**src/rtl/mem_arbiter.sv**
```systemverilog
// Two-port memory arbiter that puts an instruction-fetch port and a data port
// in front of one single-ported 32-bit word memory, using round-robin grant.
`timescale 1ns/1ps
module mem_arbiter #(
    parameter int DEPTH = 128
) (
    input  logic        clk,
    input  logic        rst,
    input  logic        if_req,
    input  logic [31:0] if_addr,
    output logic        if_ack,
    output logic [31:0] if_rdata,
    input  logic        d_req,
    input  logic        d_we,
    input  logic [31:0] d_addr,
    input  logic [31:0] d_wdata,
    output logic        d_ack,
    output logic [31:0] d_rdata,
    output logic        err,
    output logic [31:0] m_addr,
    output logic [31:0] m_wdata,
    output logic        m_wenable,
    input  logic [31:0] m_rdata
);

    localparam logic [31:0] LIMIT = 32'(DEPTH);

    typedef enum logic [1:0] {
        IDLE,
        SERVE_IF,
        SERVE_D,
        ACK
    } state_t;

    state_t      state;
    state_t      state_nxt;
    logic        last_d;
    logic        ack_d;
    logic [31:0] cmd_addr;
    logic [31:0] cmd_wdata;
    logic        cmd_we;
    logic        any_req;
    logic        grant_d;
    logic        oor;
    logic        serving;

    assign any_req = if_req | d_req;
    assign grant_d = d_req & (~if_req | ~last_d);
    assign oor     = (cmd_addr >= LIMIT);
    assign serving = (state == SERVE_IF) | (state == SERVE_D);

    // State register; reset aborts any in-flight access immediately
    always_ff @(posedge clk or posedge rst) begin
        if (rst) state <= IDLE;
        else     state <= state_nxt;
    end

    // Next-state: grant from IDLE, one serve cycle, one ack cycle
    always_comb begin
        state_nxt = state;
        unique case (state)
            IDLE: begin
                if (any_req) state_nxt = grant_d ? SERVE_D : SERVE_IF;
            end
            SERVE_IF: state_nxt = ACK;
            SERVE_D:  state_nxt = ACK;
            ACK:      state_nxt = IDLE;
            default:  state_nxt = IDLE;
        endcase
    end

    // Outputs: memory bus driven only while serving, acks only in ACK
    always_comb begin
        m_addr    = 32'h0;
        m_wdata   = 32'h0;
        m_wenable = 1'b0;
        if_ack    = 1'b0;
        d_ack     = 1'b0;
        if (serving) begin
            m_addr  = cmd_addr;
            m_wdata = cmd_wdata;
        end
        if (state == SERVE_D) m_wenable = cmd_we & ~oor;
        if (state == ACK) begin
            if_ack = ~ack_d;
            d_ack  = ack_d;
        end
    end

    // Command latch, round-robin history, read-data and error capture
    always_ff @(posedge clk or posedge rst) begin
        if (rst) begin
            last_d    <= 1'b0;
            ack_d     <= 1'b0;
            cmd_addr  <= 32'h0;
            cmd_wdata <= 32'h0;
            cmd_we    <= 1'b0;
            if_rdata  <= 32'h0;
            d_rdata   <= 32'h0;
            err       <= 1'b0;
        end else begin
            err <= 1'b0;
            if (state == IDLE && any_req) begin
                last_d    <= grant_d;
                cmd_addr  <= grant_d ? d_addr : if_addr;
                cmd_wdata <= grant_d ? d_wdata : 32'h0;
                cmd_we    <= grant_d & d_we;
            end
            if (serving) begin
                err   <= oor;
                ack_d <= (state == SERVE_D);
            end
            if (state == SERVE_IF) begin
                if_rdata <= oor ? 32'h0 : m_rdata;
            end
            if (state == SERVE_D && !cmd_we) begin
                d_rdata <= oor ? 32'h0 : m_rdata;
            end
        end
    end

endmodule

```
**config.mk**
```make
export PLATFORM = sky130hd
export DESIGN_NAME = mem_arbiter
export DESIGN_NICKNAME = d
export VERILOG_FILES = /design/src/rtl/mem_arbiter.sv
export SDC_FILE = /design/constraint.sdc
export NUM_CORES = 1
export LEC_CHECK = 0
export ABC_AREA = 0
export CORE_MARGIN = 2
export CORE_UTILIZATION = 43
export CTS_CLUSTER_DIAMETER = 40
export DETAILED_ROUTE_END_ITERATION = 16
export PLACE_DENSITY = 0.81
export SYNTH_ARGS = -nofsm -noshare
export SYNTH_HDL_FRONTEND = slang
export SYNTH_SLANG_ARGS = --single-unit
```
**constraint.sdc**
```tcl
create_clock -name clk -period 4.92 [get_ports clk]
set_input_delay 0.984 -clock clk [delete_from_list [all_inputs] [get_ports clk]]
set_output_delay 0.984 -clock clk [all_outputs]
set_load 0.02 [all_outputs]
```
==> flow_summary.json <==
{
  "final_common_cell": "clkdlybuf4s50_1",
  "r2r_cells": 5,
  "yosysUniqueCellTypes": 29,
  "skew_ps": 7.39,
  "cts_buffers": 17,
  "drt_pass1_iterations": 5,
  "antenna_found_initial": 0,
  "synth_fp_nets": 720,
  "placementRows": 43,
  "ys.warnings.count": 0,
  "ctsHoldBuffers": 0,
  "start_kind": "flip-flop",
  "worstSetupEndpointType": "output pin",
  "viasPerCell": 5.61,
  "syn-cell-area_mm2": 0.00622,
  "yosysTopAreaCell": "dfrtp_1",
  "fp.dieW_um": 124,
  "pin_count": 265,
  "coreArea_mm2": 0.0140,
  "num-fill-cells": 1040,
  "finalSetupViolations": 0,
  "cts_root_buf": "clkbuf_16",
  "grt_pass1_wl_um": 30400,
  "area.growth.synth_to_final_pct": 52.8,
  "r2r-start": "state[0]$_DFFE_PP0P_",
  "htree_levels": 4,
  "ir_drop_mv": 0.377,
  "layout_common_cells": "264 x clkdlybuf4s50_1, 134 x dfrtp_1, 97 x and2_1",
  "clock_path_buffers": 2,
  "insertion_delay_ps": 420,
  "grt-ovfl-total": 0,
  "fmaxAchievable_ghz": 0.256,
  "period_needed_ps": 3910,
  "cts_tree": "built",
  "wl_um": 19200,
  "critPathMaxStageDelay_ps": 740,
  "finalNetCount": 955,
  "status": "complete, no violations",
  "place_hpwl_um": 13300,
  "track_usage": 0.247,
  "max_cap_violations": 0,
  "drt-wirelength-per-cell_um": 19.0,
  "cp.arrival_ps": 2920,
  "avgSynthCellArea_um2": 10.7,
  "crit_fanout": 40,
  "num_vias": 5664,
  "slew_violations": 0,
  "dieArea_mm2": 0.0155,
  "drc": 0,
  "timing.rr.end": "cmd_addr[18]$_DFFE_PP0P_",
  "hold_viol": 0,
  "hp-start": "d_rdata[28]$_DFFE_PP0P_",
  "period_share": 0.794,
  "powerDensity_mw_per_mm2": 559,
  "clk_pin_slew_ps": 50,
  "worstHoldPathCells": 2,
  "syn_inst": 583,
  "hold_ws_ps": 482,
  "cts_sinks": 134,
  "drive_above_1_share": 0.0675,
  "total_power_w": 0.00532,
  "post_cts_buffers": 0,
  "ctsResizeCount": 0,
  "synth_area_leaders": "dfrtp_1 54%, and2_1 9.8%, a221o_1 5.1%",
  "diodes": 0,
  "postRouteAntennaNets": 0,
  "routabilityCongestion": 0.852,
  "finalSetupTns_ps": 0,
  "grt_pass1_vias": 5755,
  "portBuffers": 264,
  "p_leak_nw": 3.83,
  "min_to": "d_rdata[28]$_DFFE_PP0P_",
  "path_cells": "inv_1 > ha_1 > buf_4 > and2_1 > clkdlybuf4s50_1",
  "initial_utilization": 0.445,
  "yosysTopAreaCellShare": 0.539,
  "crit_type": "flip-flop to output pin",
  "rrSetupSlack_ps": 2400,
  "first_iter_violations": 621,
  "tightest_slew_ps": 1260,
  "seq_area_frac_synth": 0.539,
  "die_h_um": 124,
  "synth-seq-cells": 134,
  "maxSlewHeadroom": 0.161,
  "hold_class": "flip-flop to flip-flop",
  "rsz0062_at_grt": "no",
  "critPathRequiredTime_ps": 3940,
  "grt_max_degree": 67,
  "slowest_stage": "ha_1"
}
## cells by family after synthesis
group           Yosys count  synth area share
fa+ha+maj                 4           0.00804
flops                   134             0.539
mux                       1           0.00181
simple gates            212             0.187
compound gates          138             0.203
buf+inv                  94            0.0611
## synthesized netlist by cell type, drive strengths merged
library cell,number
dfrtp,134
and2,98
nand3,64
clkbuf,38
inv,36
nand2,35
a22o,33
a221o,32
o31ai,32
o32ai,32
buf,20
nor4,6
ha,4
o21ai,4
nor2b,3
nand2b,2
a21boi,1
a21o,1
a21oi,1
mux2,1
nand4,1
nor2,1
nor3,1
o211a,1
o31a,1
or3,1
## registers in the layout (all words and copies together) (netlist names)
name	flops
cmd_we	1
last_d	1
d_rdata	32
cmd_wdata	32
cmd_addr	32
if_rdata	32
ack_d	1
state	2
err	1
## stage by stage
stage	worst slack, ps	area, µm²	cells	utilization
finish	1010	9510	1010	0.680
detailed placement	1440	8950	979	0.640
floorplan	353	6220	583	-
CTS	994	9510	1010	0.680
global placement	1580	8950	979	0.640
global route	866	9510	1010	0.680
## layout make-up
cell class / count / area [µm²] / share of cell area
Multi-Input combinational cell: 355 / 2510 / 0.264
Clock buffer: 22 / 464 / 0.0488
Clock inverter: 9 / 103 / 0.0108
Tap cell: 180 / 225 / 0.0237
Inverter: 36 / 140 / 0.0147
Sequential cell: 134 / 3350 / 0.352
Timing Repair Buffer: 274 / 2720 / 0.286
## where the power goes
part	total [W]	switching (W)	internal, W
registers	0.00160	0.000218	0.00138
clock network	0.00122	0.000456	0.000765
logic	0.00250	0.00136	0.00114
total	0.00532	0.00203	0.00329
## critical path: cells and delay by family (launching register included)
kind	cells	cell delay (ps)
flops	1	400
simple gates	1	190
buf+inv	3	1150
fa+ha+maj	1	740
## metal layers
layer,up-vias,GRT usage,share of wire
li1,2568,-,-
met1,2778,0.306,0.41
met2,280,0.401,0.49
met3,38,0.0799,0.077
met4,0,0.0965,0.026
met5,-,0,0
## worst max path at each step
stage	startpoint	slack (ps)	to	cells after the start
after floorplan	rst	350	ack_d$_DFFE_PP0N_	1
after global placement	state[0]$_DFFE_PP0P_	1580	m_addr[17]	5
after detailed placement	state[0]$_DFFE_PP0P_	1440	m_addr[7]	5
after CTS	state[0]$_DFFE_PP0P_	990	m_addr[7]	5
after global routing	state[0]$_DFFE_PP0P_	870	m_addr[7]	5
final	state[0]$_DFFE_PP0P_	1010	m_addr[7]	5
Note: power is estimated with default switching activity, not from simulation.
